`src/rtl/gf2m8_mul_icg_if.sv`:
```
// ---------------------------------------------------------------------------
// gf2m8_mul_icg_if -- signal bundle for the GF(2^8) multiplier / clock gate.
//
//   ena   : clock-gate enable request          (master -> slave)
//   gclk  : gated clock                        (slave  -> master)
//   x     : GF(2^8) multiplicand, 8 bits       (master -> slave)
//   y     : GF(2^8) multiplier, 8 bits         (master -> slave)
//   z     : GF(2^8) product x*y, 8 bits        (slave  -> master)
//
// The slave modport is the view taken by gf2m8_mul_icg; the master modport
// is the view taken by whatever drives it.
// ---------------------------------------------------------------------------
interface gf2m8_mul_icg_if;
  logic       ena;
  logic       gclk;
  logic [7:0] x;
  logic [7:0] y;
  logic [7:0] z;

  modport master (
    output ena, x, y,
    input  gclk, z
  );

  modport slave (
    input  ena, x, y,
    output gclk, z
  );
endinterface

```
`src/rtl/gf2m8_mul_icg.sv`:
```
// ---------------------------------------------------------------------------
// gf2m8_mul_icg -- combinational GF(2^8) multiplier plus a latch-based
// integrated clock gate.
//
//   clk       : the single clock
//   rst       : synchronous active-high reset; while high it forces the
//               clock gate open so downstream reset flops see edges
//   bus.ena   : clock-gate enable request
//   bus.gclk  : gated clock, clk AND (ena|rst latched during clk low)
//   bus.x/y   : GF(2^8) operands, bit 0 = x^0 coefficient
//   bus.z     : x*y reduced modulo x^8+x^4+x^3+x^2+1 (0x11D), zero latency
//
// The block holds no flip-flops: the multiplier is pure logic and the only
// storage is the clock-gate latch, so reset has no register to clear.
// ---------------------------------------------------------------------------
module gf2m8_mul_icg (
  input  logic                 clk,
  input  logic                 rst,
  gf2m8_mul_icg_if.slave       bus
);

  localparam logic [8:0] POLY = 9'h11D;

  // -------------------------------------------------------------------------
  // Multiplier: carry-less product, then fold bits 14..8 back into the field.
  // -------------------------------------------------------------------------
  logic [14:0] prod;
  logic [14:0] red;

  // NOTE: always_comb uses blocking '=' so each loop pass sees the value
  // accumulated by the previous pass; every target gets a default first so
  // no latch is inferred.
  always_comb begin
    prod = '0;
    for (int i = 0; i < 8; i++) begin
      if (bus.y[i]) prod = prod ^ ({7'b0, bus.x} << i);
    end
  end

  // Reduce from the top bit down so a fold that sets a lower high-order bit
  // is itself folded on a later pass.
  always_comb begin
    red = prod;
    for (int i = 14; i >= 8; i--) begin
      if (red[i]) red = red ^ ({6'b0, POLY} << (i - 8));
    end
  end

  assign bus.z = red[7:0];

  // -------------------------------------------------------------------------
  // Clock gate: latch the enable while clk is low, hold it while clk is high.
  // Reset forces the gate open.
  // -------------------------------------------------------------------------
  logic en_eff;
  logic en_lat;

  assign en_eff = bus.ena | rst;

  // NOTE: this latch is intentional -- transparent only during clk low, so
  // any enable change during clk high is blocked until the next low phase,
  // which is what keeps gclk free of truncated or extra pulses.
  always_latch begin
    if (!clk) en_lat <= en_eff;
  end

  assign bus.gclk = clk & en_lat;

endmodule

```
`src/flat_wrapper.sv`:
```
// flat-port wrapper written by rule: the top's interface ports become plain ports
module gf2m8_mul_icg_flat 
  (clk, rst, bus_ena, bus_x, bus_y, bus_gclk, bus_z);
  gf2m8_mul_icg_if bus_i ();
  input  logic clk;
  input  logic rst;
  input wire logic [$bits(bus_i.ena)-1:0] bus_ena;
  input wire logic [$bits(bus_i.x)-1:0] bus_x;
  input wire logic [$bits(bus_i.y)-1:0] bus_y;
  output wire logic [$bits(bus_i.gclk)-1:0] bus_gclk;
  output wire logic [$bits(bus_i.z)-1:0] bus_z;
  assign bus_i.ena = bus_ena;
  assign bus_i.x = bus_x;
  assign bus_i.y = bus_y;
  assign bus_gclk = bus_i.gclk;
  assign bus_z = bus_i.z;
  gf2m8_mul_icg u_core (.clk(clk), .rst(rst), .bus(bus_i));
endmodule
```
`config.mk`:
```
export PLATFORM = sky130hd
export DESIGN_NAME = gf2m8_mul_icg_flat
export DESIGN_NICKNAME = d
export VERILOG_FILES = /design/src/rtl/gf2m8_mul_icg_if.sv /design/src/rtl/gf2m8_mul_icg.sv /design/src/flat_wrapper.sv
export SDC_FILE = /design/constraint.sdc
export NUM_CORES = 1
export LEC_CHECK = 0
export CORE_MARGIN = 8
export CORE_UTILIZATION = 60
export DETAILED_ROUTE_END_ITERATION = 10
export DONT_BUFFER_PORTS = 1
export PLACE_DENSITY = 0.76
export SLEW_MARGIN = 10
export SYNTH_ARGS = -nofsm -noshare
export SYNTH_HDL_FRONTEND = slang
export SYNTH_SLANG_ARGS = --single-unit
export TNS_END_PERCENT = 100
```
`constraint.sdc`:
```
create_clock -name vclk -period 3.9
set_input_delay 0.78 -clock vclk [all_inputs]
set_output_delay 0.78 -clock vclk [all_outputs]
set_load 0.01 [all_outputs]
```
==> out/metrics.yaml, run 1 <==
status: "finished, final reports clean"
io_pins: 28
largest_reg_flops: 1
ctsHoldBuffers: 0
routed-via-count: 910
yosysWarnings: 0
syn_area_sq_mm: 0.001114
critPathArrivalTime_ns: 2.21
synth_nets: 181
cp-start-kind: "input port"
grt_pass1_vias: 825
rsz0062_at_grt: "false"
grt.total_usage_pct: 14.28
synth.avg_cell_area_sq_um: 6.874
numPortBuffers: 0
p_leak_nw: 0.4060
worstPathRequired_ns: 3.12
place_congestion: 0.9128
gr-total-overflow: 0
ys_types: 25
drv_cap: 0
untimed_endpoints: 1
yosysTopAreaCell: "xnor2_1"
fin_ws_ns: 0.9060
cp-end-kind: "output pin"
num_rows: 15
grt_pass1_wl_microns: 4140
final_antenna_net_count: 0
pre_cts_slack_ns: 0.8973
finalWirelength_microns: 2478
route.detailed.drc: 0
finalSetupViolCount: 0
dpl.hpwl_microns: 1932
relSlewSlack_pct: 62.03
coreArea_sq_mm: 0.001745
cts.repair.resized: 0
netlist.area_leader.share_pct: 37.75
dr.pass1.iters: 4
post-cts-setup-buffer-count: 0
regMostFlops: "u_core.en_lat"
synth_area_leaders: "xnor2_1, nand2_1, xor2_1, xnor2_2, clkbuf_1"
fmax_mhz: 334.0
synth-seq-cells: 1
synth_cells: 162
grt_max_degree: 15
setup.worst_path.class: "input port to output pin"
period_share_pct: 76.77
nets: 167
grt_antenna_before_repair: 0
die_w_microns: 59.08
top_regs: "u_core.en_lat x1"
die_h_microns: 59.08
detail_route.wl_per_cell_microns: 14.49
final_layout_size_suffix_gt1_share_pct: 5.479
dieArea_sq_mm: 0.003490
path_max_fanout: 14
p_per_area_mw_per_mm2: 326.2
antenna_cells: 0
tns_ns: 0
period_needed_ns: 2.994
slew_violations: 0
hold_violations: 0
hold_class: "input port to output pin"
unclocked_regs: 1
drt_iter0_markers: 29
tightest_slew_ns: 0.5655
ir_drop_v: 0.0001816
vias_per_cell: 5.322
area_delta_synth_final_pct: -4.158
start_util_pct: 63.80
[synth_stat cells]
cell type  number
mux2_4          1
xor2_2          1
a221oi_4        1
nor2b_1         2
xnor2_2         4
and2_1          1
or2_1           1
nand2b_1        1
xnor2_1        48
nand2_1        60
a211o_1         1
or2_2           1
a32oi_1         1
and3b_1         1
inv_1           1
clkbuf_1        9
buf_2           5
a22oi_1         1
buf_4           1
and2b_1         1
xor2_1         16
xnor3_1         1
o211ai_1        1
dlxtn_1         1
buf_6           1
[final cells by class]
| type | count | area, sq um |
|---|---|---|
| Multi-Input combinational cell | 144 | 1017 |
| Fill cell | 168 | 678.2 |
| Tap cell | 25 | 31.28 |
| Sequential cell | 1 | 15.01 |
| Inverter | 1 | 3.754 |
[layout by cell type, fill, tap and decap left out, drive strengths merged]
cell     n
and3b    1
a211o    1
and2b    1
inv      1
nor2b    2
nand2   60
xnor2   52
or2      2
nand2b   1
mux2     1
a22oi    1
a32oi    1
a221oi   1
xnor3    1
dlxtn    1
xor2    17
and2     1
o211ai   1
[critical path, stage by stage]
cell and delay [ns]:
mux2_4 0.29, a221oi_4 0.23, xnor2_1 0.14, xnor2_2 0.23
xor2_2 0.25, xor2_1 0.28
[routing by layer]
| metal | GRT usage (%) | up-vias | part of all wire (%) |
|---|---|---|---|
| met5 | 0 | - | 0 |
| met4 | 0 | 0 | 0 |
| met3 | 4.121 | 0 | 11 |
| met2 | 24.77 | 40 | 47 |
| met1 | 17.86 | 416 | 42 |
| li1 | - | 454 | - |
[power breakdown]
group / internal (mW) / leakage (nW) / switching, mW
Combinational: 0.161 / 0.398 / 0.186
Sequential: 0.000740 / 0.00833 / 0.0000390
Clock: 0 / 0 / 0
Total: 0.162 / 0.406 / 0.186
[metrics by stage]
step / total power, mW / hold WS, ns / instances / area [sq um] / utilization [%]
final: 0.3482 / 1.711 / 171 / 1067 / 61.15
after CTS: 0.3546 / 1.717 / 171 / 1067 / 61.15
after global placement: 0.3500 / 1.713 / 171 / 1067 / 61.15
after global routing: 0.3754 / 1.730 / 171 / 1067 / 61.15
after floorplan: 0.3376 / 1.710 / 162 / 1114 / -
after detailed placement: 0.3541 / 1.716 / 171 / 1067 / 61.15
[logic make-up after synthesis]
| family | Yosys count | synth area share (%) |
|---|---|---|
| latches | 1 | 1.348 |
| XOR/XNOR | 70 | 59.66 |
| buffers and inverters | 17 | 7.303 |
| AO/OA/AOI/OAI | 5 | 5.282 |
| AND/OR/NAND/NOR | 68 | 25.06 |
| multiplexers | 1 | 1.348 |
[path summary, 6_finish.rpt]
| check | from | endpoint | slack, ns | cells after the start |
|---|---|---|---|---|
| setup / recovery | bus_x[7] | bus_z[0] | 0.91 | 6 |
| hold / removal | bus_y[0] | bus_z[0] | 1.71 | 2 |
(Power assumes the default switching activity.)
==> run 2, diff against run 1 <==
clock period = 2.9 ns   (was 3.9 ns; I/O delays follow)
==> run 2 against run 1 <==
Effect of this change: core utilization increased by 0.43 points; power increased by 35%; routed wire length fell by 1.8%; largest cell class unchanged; combinational power rose by 35%.
==> out/metrics.yaml, run 2 (same netlist as run 1, synthesis figures left out) <==
grt.total_usage_pct: 14.29
critPathArrivalTime_ns: 2.01
finalSetupViolCount: 0
antenna_cells: 0
vias_per_cell: 5.273
numPortBuffers: 0
gr-usage-met3_pct: 3.688
io_pins: 28
gr-total-overflow: 0
slew_violations: 0
drv_cap: 0
grt_antenna_before_repair: 0
hold_class: "input port to output pin"
coreArea_sq_mm: 0.001745
num_rows: 15
final_antenna_net_count: 0
regMostFlops: "u_core.en_lat"
cp-start-kind: "input port"
mostFrequentLayoutCells: "nand2_1, xnor2_1, xor2_1, xnor2_2, nor2b_1"
routed-via-count: 907
grt_max_degree: 15
ir_drop_v: 0.0001951
status: "finished, final reports clean"
hold_ws_ns: 1.313
top_regs: "u_core.en_lat x1"
period_needed_ns: 2.591
fin_cells: 172
untimed_endpoints: 1
largest_reg_flops: 1
gr-usage-met2_pct: 25.70
grt_pass1_wl_microns: 4098
fill_cells: 184
fmax_mhz: 386.0
grt_pass1_vias: 878
cp-end-kind: "output pin"
period_share_pct: 89.33
relSlewSlack_pct: 67.65
unclocked_regs: 1
start_util_pct: 63.80
area_delta_synth_final_pct: -3.483
nets: 168
dpl.hpwl_microns: 1968
tightest_slew_ns: 0.4818
dieArea_sq_mm: 0.003490
hold_depth: 2
final_common_cell: "nand2_1"
detail_route.wl_per_cell_microns: 14.15
place_congestion: 0.9116
die_w_microns: 59.08
p_leak_nw: 0.4108
placedCellCount: 172
route.detailed.drc: 0
worstPathRequired_ns: 2.32
ctsHoldBuffers: 0
total_power_uw: 471.5
tns_ns: 0
dr.pass1.iters: 4
setup.worst_path.class: "input port to output pin"
rsz0062_at_grt: "false"
cts.repair.resized: 0
drt_iter0_markers: 30
hold_violations: 0
finalWirelength_microns: 2433
p_per_area_mw_per_mm2: 438.7
path_max_fanout: 14
final_layout_size_suffix_gt1_share_pct: 6.122
die_h_microns: 59.08
use_met1_pct: 17.30
post-cts-setup-buffer-count: 0
grt_busiest_layer: "met2"
## run 2: changes by cell type in the layout (fill, tap and decap cells not counted), sizes merged
| cell | previous run | this run |
|---|---|---|
| buf | 0 | 1 |
## run 2: worst paths after layout
| kind | from | to |
|---|---|---|
| worst max-delay path | bus_x[7] | bus_z[0] |
| worst min-delay path | bus_y[0] | bus_z[0] |
## run 2: final cells by class
cell class	count	area (sq um)	share of cell area, %
Inverter	1	3.754	0.3492
Multi-Input combinational cell	144	1017	94.65
Sequential cell	1	15.01	1.397
Tap cell	25	31.28	2.910
Timing Repair Buffer	1	7.507	0.6985
## run 2: layer usage
layer / up-vias / wire, microns / part of all wire (%)
met2: 35 / 1203 / 49
li1: 455 / - / -
met5: - / 0 / 0
met1: 417 / 971 / 40
met4: 0 / 0 / 0
met3: 0 / 258 / 11
## run 2: worst max-delay path: stages
cell      delay [ns]
mux2_4          0.29
a221oi_4        0.22
xnor2_1         0.19
xnor2_2         0.18
xor2_2          0.25
xor2_1          0.29
## run 2: per-stage QoR
stage	setup WS (ns)	instance area, sq um	util (%)
2_1_floorplan	0.2064	1114	-
3_3_place_gp	0.3153	1075	61.58
3_5_place_dp	0.2964	1075	61.58
4_1_cts	0.2963	1075	61.58
5_1_grt	0.2154	1075	61.58
6_report	0.3095	1075	61.58
## run 2: report_power, final
part / internal, mW / switching, mW / leakage [nW]
Clock: 0 / 0 / 0
Sequential: 0.000995 / 0.0000524 / 0.00833
Combinational: 0.221 / 0.249 / 0.402
